### src/rtl/debug_state_uart_dump.sv
// Snapshots CPU debug state on request and streams it as an 8N1 UART frame.
// Optional checksum byte enabled by defining DEBUG_DUMP_CHECKSUM_EN.
module debug_state_uart_dump #(
    parameter int CLKS_PER_BIT = 434
) (
    input  logic        main_clk,
    input  logic        main_reset_n,
    input  logic [15:0] debug_user_reg [15:0],
    input  logic [15:0] debug_stack_pointer,
    input  logic [25:0] debug_instruction_fetch_address,
    input  logic        dump_request,
    output logic        uart_tx,
    output logic        busy,
    output logic        dump_done,
    output logic        dump_dropped
);

    // state   | meaning
    // S_IDLE  | line high, waiting for dump_request
    // S_START | start bit (0) of the current byte
    // S_DATA  | 8 data bits, LSB first
    // S_STOP  | stop bit (1); then next byte or end of frame

    localparam logic [15:0] BAUD_LAST = 16'(CLKS_PER_BIT - 1);
    localparam logic [7:0]  SYNC_BYTE = 8'hA5;
`ifdef DEBUG_DUMP_CHECKSUM_EN
    localparam logic [5:0]  LAST_BYTE = 6'd39;
`else
    localparam logic [5:0]  LAST_BYTE = 6'd38;
`endif

    typedef enum logic [1:0] {S_IDLE, S_START, S_DATA, S_STOP} state_t;

    state_t      state;
    logic [15:0] baud_cnt;
    logic [2:0]  bit_cnt;
    logic [5:0]  byte_idx;
    logic [7:0]  tx_byte;
    logic [7:0]  next_byte;
    logic [15:0] reg_word;
    logic [15:0] snap_reg [16];
    logic [15:0] snap_sp;
    logic [25:0] snap_pc;
`ifdef DEBUG_DUMP_CHECKSUM_EN
    logic [7:0]  csum;
`endif

    wire bit_end = (baud_cnt == BAUD_LAST);

    // Byte that follows the one currently on the line, selected by byte_idx.
    always_comb begin
        next_byte = 8'h00;
        reg_word  = snap_reg[byte_idx[4:1]];
        if (byte_idx < 6'd32) begin
            next_byte = byte_idx[0] ? reg_word[7:0] : reg_word[15:8];
        end else begin
            case (byte_idx)
                6'd32:   next_byte = snap_sp[15:8];
                6'd33:   next_byte = snap_sp[7:0];
                6'd34:   next_byte = {6'b0, snap_pc[25:24]};
                6'd35:   next_byte = snap_pc[23:16];
                6'd36:   next_byte = snap_pc[15:8];
                6'd37:   next_byte = snap_pc[7:0];
`ifdef DEBUG_DUMP_CHECKSUM_EN
                6'd38:   next_byte = csum;
`endif
                default: next_byte = 8'h00;
            endcase
        end
    end

    always_ff @(posedge main_clk or negedge main_reset_n) begin
        if (!main_reset_n) begin
            state        <= S_IDLE;
            baud_cnt     <= 16'd0;
            bit_cnt      <= 3'd0;
            byte_idx     <= 6'd0;
            tx_byte      <= 8'h00;
            snap_sp      <= 16'd0;
            snap_pc      <= 26'd0;
            uart_tx      <= 1'b1;
            busy         <= 1'b0;
            dump_done    <= 1'b0;
            dump_dropped <= 1'b0;
            for (int i = 0; i < 16; i++) snap_reg[i] <= 16'd0;
`ifdef DEBUG_DUMP_CHECKSUM_EN
            csum         <= 8'h00;
`endif
        end else begin
            dump_done    <= 1'b0;
            dump_dropped <= (state != S_IDLE) && dump_request;
            case (state)
                S_IDLE: begin
                    uart_tx <= 1'b1;
                    busy    <= 1'b0;
                    if (dump_request) begin
                        for (int i = 0; i < 16; i++) snap_reg[i] <= debug_user_reg[i];
                        snap_sp  <= debug_stack_pointer;
                        snap_pc  <= debug_instruction_fetch_address;
                        tx_byte  <= SYNC_BYTE;
                        byte_idx <= 6'd0;
                        baud_cnt <= 16'd0;
                        bit_cnt  <= 3'd0;
`ifdef DEBUG_DUMP_CHECKSUM_EN
                        csum     <= 8'h00;
`endif
                        uart_tx  <= 1'b0;
                        busy     <= 1'b1;
                        state    <= S_START;
                    end
                end
                S_START: begin
                    if (bit_end) begin
                        baud_cnt <= 16'd0;
                        bit_cnt  <= 3'd0;
                        uart_tx  <= tx_byte[0];
                        state    <= S_DATA;
                    end else begin
                        baud_cnt <= baud_cnt + 16'd1;
                    end
                end
                S_DATA: begin
                    if (bit_end) begin
                        baud_cnt <= 16'd0;
                        if (bit_cnt == 3'd7) begin
                            uart_tx <= 1'b1;
                            state   <= S_STOP;
                        end else begin
                            bit_cnt <= bit_cnt + 3'd1;
                            tx_byte <= {1'b1, tx_byte[7:1]};
                            uart_tx <= tx_byte[1];
                        end
                    end else begin
                        baud_cnt <= baud_cnt + 16'd1;
                    end
                end
                S_STOP: begin
                    if (bit_end) begin
                        baud_cnt <= 16'd0;
                        if (byte_idx == LAST_BYTE) begin
                            busy      <= 1'b0;
                            dump_done <= 1'b1;
                            state     <= S_IDLE;
                        end else begin
                            byte_idx <= byte_idx + 6'd1;
                            tx_byte  <= next_byte;
`ifdef DEBUG_DUMP_CHECKSUM_EN
                            // Checksum covers payload bytes 1..38 only.
                            if (byte_idx <= 6'd37) csum <= csum ^ next_byte;
`endif
                            uart_tx  <= 1'b0;
                            state    <= S_START;
                        end
                    end else begin
                        baud_cnt <= baud_cnt + 16'd1;
                    end
                end
                default: state <= S_IDLE;
            endcase
        end
    end

endmodule

### config.mk
export PLATFORM = sky130hd
export DESIGN_NAME = debug_state_uart_dump
export DESIGN_NICKNAME = d
export VERILOG_FILES = /design/src/rtl/debug_state_uart_dump.sv
export SDC_FILE = /design/constraint.sdc
export NUM_CORES = 1
export LEC_CHECK = 0
export CAP_MARGIN = 20
export CORE_MARGIN = 2
export CORE_UTILIZATION = 40
export CTS_CLUSTER_DIAMETER = 60
export DETAILED_ROUTE_END_ITERATION = 8
export PLACE_DENSITY = 0.75
export RECOVER_POWER = 25
export SLEW_MARGIN = 20
export SYNTH_ARGS = -nofsm -noshare
export SYNTH_HDL_FRONTEND = slang
export SYNTH_SLANG_ARGS = --single-unit
### constraint.sdc
create_clock -name main_clk -period 6.87 [get_ports main_clk]
set_input_delay 1.374 -clock main_clk [delete_from_list [all_inputs] [get_ports main_clk]]
set_output_delay 1.374 -clock main_clk [all_outputs]
set_load 0.01 [all_outputs]
==> results.yml, run 1 <==
worst_setup_path:
  r2r-start: "byte_idx[2]"
  worst_r2r_path_depth: 6
  r2r-end: "tx_byte[1]"
  critPathLaunchType: "flip-flop"
  worstPathRequired_ps: 7300
  cp-end-kind: "flip-flop"
  arrival_ps: 4800
  crit_type: "reg2reg"
  cp_max_fo: 34
  ff2ff_setup_slack_ps: 2500
power_and_ir_drop:
  pwr-share-clk_pct: 47.8
  comb_power_share_pct: 5.1
  pwr-share-seq_pct: 47.1
  p_int_mw: 3.334
  powerDensity_nw_per_um2: 206.9
  power_leakage_nw: 9.146
  p_sw_mw: 0.8840
  peakVddDrop_uv: 191.3
  switching_share_pct: 20.96
cells_and_area:
  nets: 1708
  drive_gt1_share_pct: 29.68
  mostFrequentLayoutCell: "dfrtp_1"
  fill_cells: 3303
  largest_reg_flops: 256
  layout_common_cells: "dfrtp_1, mux2_2, clkdlybuf4s50_1"
  areaGrowthSynthToFinish_pct: 29.85
  final_util_pct: 52.62
global_routing:
  grt_use_total_pct: 21.17
  grt_start_max_net_pins: 163
  antenna_found_initial: 7
  grt_pass1_wl_um: 65650
  overflow: 0
  grt_pass1_vias: 11309
synth:
  synthArstFlopShare_pct: 100.0
  netlist_instances: 1110
  syn_nets: 1425
  synth_top_area_share_pct: 53.56
  syn_area_um2: 15700
  synthTopCellsByArea: "dfrtp_1, mux2_2, mux4_2, mux2i_1, ha_1"
  ys_seq_area_share_pct: 53.73
  synth_ff_type: "dfrtp_1"
  synth.avg_cell_area_um2: 14.14
  synth-seq-cells: 337
  synth_cell_type_count: 60
  ys_warn_count: 0
  synth_area_leader_cell: "dfrtp_1"
  synth-edff-count: 0
clock_network:
  cts_hold_buf: 0
  post-cts-setup-buffers: 0
  cts.sinks: 337
  clk_pin_slew_worst_paths_ps: 60
  h-tree-depth: 2
  cts-root-buf: "clkbuf_16"
  clockBufferDepth: 3
  clkLatencyLatePin_ps: 570
  cts_tree: "built"
  numCtsBuffers: 39
  postCtsResizedCells: 0
worst_hold_path:
  min_path_cells: 2
  worstHoldEndpoint: "tx_byte[2]"
  worstHoldStart: "tx_byte[2]"
  hold_class: "reg2reg"
sta:
  finalCriticalPeriod_ps: 4375
  finalHoldViolCount: 0
  setup_slack_ps: 2495
  final-max-slew-violation-count: 55
  worst_pin_slew_ps: 1917
  fin_setup_tns_ps: 0
  clock.fmax_mhz: 228.6
  period_share_pct: 63.68
  setup_viol: 0
  relSlewSlack_pct: -27.79
  fin_skew_ps: 26.37
  rsz0062_at_grt: "false"
drt:
  wl_per_cell_um: 21.98
  drtIter0Drc: 722
  wirelength_um: 42700
  vias_per_cell: 5.426
  ant_nets: 0
  drc_errors: 0
  routed-via-count: 10542
  first_pass_iters: 5
run_status:
  violations: "max-capacitance violations, max-slew violations"
  status: "finished with violations"
floorplan:
  initial_core_util_pct: 40.52
  dieArea_um2: 40840
  die_h_um: 202.1
  num_rows: 72
  io_pins: 305
  core_area_um2: 38740
  die_w_um: 202.1
placement:
  io_buffers: 304
  dp_hpwl_um: 30390
  gp_congestion: 0.8376
  dp_slack_ps: 3272
run:
  cap_violations: 2
## synthesized netlist by cell type, types with 7 or more instances
cell	count
dfrtp_1	336
mux2_2	302
mux4_2	46
mux2i_1	36
nand2_1	34
nor2_1	30
o21ai_0	29
clkbuf_1	27
buf_2	25
nand3_1	25
a21oi_1	22
a22oi_1	15
ha_1	14
and3_1	11
inv_1	11
nor2b_1	11
a31oi_1	10
a22o_1	9
buf_4	9
nand4_1	7
nor3_1	7
o31ai_1	7
or3_1	7
## worst max-delay path, cell delays in order (launching register included)
cell and delay [ps]:
dfrtp_1 1630, buf_4 630, mux4_1 650, mux4_2 510, mux2i_1 450, a221o_1 240, a21oi_1 70
## power groups by stage
stage	Sequential, mW	Clock (mW)	Combinational (mW)
finish	1.99	2.02	0.217
global route	1.98	2.15	0.235
CTS	1.99	2.07	0.221
detailed placement	2.02	0	0.220
global placement	2.02	0	0.218
floorplan	2.02	0	0.00164
## worst max-delay path by stage
stage / startpoint / end / cells past startpoint
after floorplan: dump_request / tx_byte[6] / 6
after global placement: dump_request / tx_byte[0] / 7
after detailed placement: dump_request / snap_reg[165] / 4
after CTS: byte_idx[2] / tx_byte[1] / 6
after global routing: byte_idx[2] / tx_byte[1] / 6
final: byte_idx[2] / tx_byte[1] / 6
## kinds of logic after synthesis
group / count (synthesis) / synth area share, %
muxes: 390 / 31.56
xor gates and xnor gates: 8 / 0.4464
buffers and inverters: 85 / 2.822
AOI/OAI and AO/OA: 123 / 5.301
and+or+nand+nor: 153 / 5.022
adders and majority gates: 14 / 1.116
DFF: 337 / 53.73
## final cells by class
type,count,area (um^2),share of cell area [%]
Antenna cell,3,7.507,0.03683
Clock buffer,64,1201,5.893
Clock inverter,6,53.80,0.2639
Inverter,12,45.04,0.2210
Multi-Input combinational cell,688,6820,33.46
Sequential cell,337,8439,41.40
Tap cell,518,648.1,3.180
Timing Repair Buffer,315,3168,15.54
## through the flow
stage          instances  total power [mW]  hold slack, ps  cell area (um^2)
3_3_place_gp        1870             2.239           467.7             19130
2_1_floorplan       1110             2.024           450.1             15700
5_1_grt             1942             4.369           512.2             20380
4_1_cts             1940             4.279           495.4             20380
6_report            1943             4.218           492.9             20380
3_5_place_dp        1870             2.241           480.0             19130
## routing by layer
layer	track usage (%)	wire length, um	vias to the layer above
met3	5.934	3214	59
met5	0	36	-
met1	26.77	17450	5408
met4	7.456	1112	6
met2	34.97	20890	346
li1	-	-	4723
(Power assumes the default switching activity.)
==> run 2, diff against run 1 <==
--- a/config.mk
+++ b/config.mk
@@ -10,7 +10,7 @@
 export CORE_UTILIZATION = 40
 export CTS_CLUSTER_DIAMETER = 60
 export DETAILED_ROUTE_END_ITERATION = 8
-export PLACE_DENSITY = 0.75
+export PLACE_DENSITY = 0.78
 export RECOVER_POWER = 25
 export SLEW_MARGIN = 20
 export SYNTH_ARGS = -nofsm -noshare
==> constraint.sdc (replaced) <==
create_clock -name main_clk -period 3.8 [get_ports main_clk]
set_input_delay 0.76 -clock main_clk [delete_from_list [all_inputs] [get_ports main_clk]]
set_output_delay 0.76 -clock main_clk [all_outputs]
set_load 0.01 [all_outputs]
==> results.yml, run 2 (synthesis results as in run 1) <==
drt:
  vias_per_cell: 5.454
  wirelength_um: 43590
  ant_nets: 0
  drtIter0Drc: 745
  routed-via-count: 10662
  wl_per_cell_um: 22.29
  first_pass_iters: 7
  drc_errors: 0
run_status:
  status: "finished with violations"
  violations: "max-capacitance violations, max-slew violations"
worst_hold_path:
  hold_class: "reg2reg"
worst_setup_path:
  cp-end-kind: "flip-flop"
  worstPathRequired_ps: 4220
  cp_max_fo: 34
  ff2ff_setup_slack_ps: 1060
  crit_type: "reg2reg"
  critPathLaunchType: "flip-flop"
  arrival_ps: 3170
sta:
  final-max-slew-violation-count: 81
  relSlewSlack_pct: -42.31
  worst_pin_slew_ps: 2135
  setup_viol: 0
  finalCriticalPeriod_ps: 2742
  finalHoldViolCount: 0
  fin_setup_tns_ps: 0
  holdWs_ps: 487.8
  rsz0062_at_grt: "false"
  clock.fmax_mhz: 364.7
  period_share_pct: 72.15
  fin_skew_ps: 15.72
cells_and_area:
  final_util_pct: 53.17
  drive_gt1_share_pct: 31.08
  fill_cells: 3249
  largest_reg_flops: 256
  areaGrowthSynthToFinish_pct: 31.20
  layout_common_cells: "dfrtp_1, clkdlybuf4s50_1, mux2_2"
  nets: 1722
  mostFrequentLayoutCell: "dfrtp_1"
power_and_ir_drop:
  power_leakage_nw: 9.259
  powerDensity_nw_per_um2: 378.3
  peakVddDrop_uv: 311.8
  power_mw: 7.792
clock_network:
  post-cts-setup-buffers: 0
  clkLatencyLatePin_ps: 550
  h-tree-depth: 2
  numCtsBuffers: 40
  cts-root-buf: "clkbuf_16"
  postCtsResizedCells: 0
  clockBufferDepth: 3
  cts.sinks: 337
  cts_hold_buf: 0
  clk_pin_slew_worst_paths_ps: 60
  cts_tree: "built"
global_routing:
  grt_pass1_vias: 11309
  grt_start_max_net_pins: 125
  grt_use_total_pct: 21.41
  grt_pass1_wl_um: 66750
  overflow: 0
  antenna_found_initial: 8
floorplan:
  initial_core_util_pct: 40.52
  dieArea_um2: 40840
  die_h_um: 202.1
  core_area_um2: 38740
  num_rows: 72
  io_pins: 305
  die_w_um: 202.1
placement:
  io_buffers: 304
  dp_hpwl_um: 31930
  gp_congestion: 0.9158
run:
  cap_violations: 1
==> run 2: changes by cell type in the layout (fill, tap and decap cells not counted), sizes merged <==
cell / previous run / this run
diode: 3 / 2
clkinvlp: 1 / 3
clkbuf: 65 / 56
buf: 11 / 23
inv: 14 / 16
bufinv: 0 / 2
clkinv: 3 / 7
dlygate4sd3: 1 / 0
clkdlybuf4s50: 302 / 303
==> run 2: through the flow <==
stage,instances,setup slack (ps),cell area (um^2)
after CTS,1953,1116,20600
final,1955,1058,20590
after floorplan,1110,1572,15700
after global placement,1883,805.2,19290
after detailed placement,1883,948.2,19290
after global routing,1955,602.2,20590
==> run 2: metal layers <==
layer	wire length (um)	share of wire, %	vias to the layer above	global-route usage (%)
met5	63	0.14	-	0
met4	1336	3.1	10	7.690
met3	3184	7.3	84	5.498
met2	20900	48	393	34.86
met1	18100	42	5413	27.78
li1	-	-	4762	-
==> run 2: critical path: stages (launching register included) <==
cell,delay (ps)
dfrtp_4,810
mux4_1,640
mux4_2,520
mux2i_1,360
a221o_1,220
a21oi_1,60
==> run 2: final timing paths <==
check,start,end,cells after the start
worst min register to register,tx_byte[2],tx_byte[2],2
worst max-delay path,byte_idx[2],tx_byte[1],5
min in group asynchronous,main_reset_n,baud_cnt[15],1
worst min-delay path,tx_byte[2],tx_byte[2],2
worst max register to register,byte_idx[2],tx_byte[1],5
max in group asynchronous,main_reset_n,snap_reg[221],2
==> run 2: area by class of cell <==
class | count | area (um^2) | area share (%)
antenna | 2 | 5.005 | 0.02430
clock buffer | 54 | 1155 | 5.608
clock inverter | 16 | 160.2 | 0.7776
inverter | 12 | 45.04 | 0.2187
multi-input combinational | 688 | 6823 | 33.13
sequential | 337 | 8443 | 41.00
tap | 518 | 648.1 | 3.147
timing repair buffer | 328 | 3316 | 16.10
==> run 2: power by group <==
part	switching [mW]	leakage, nW	internal [mW]	total (mW)
sequential	0.000221	4.65	3.59	3.59
clock	1.53	0.643	2.28	3.81
combinational	0.120	3.96	0.275	0.395
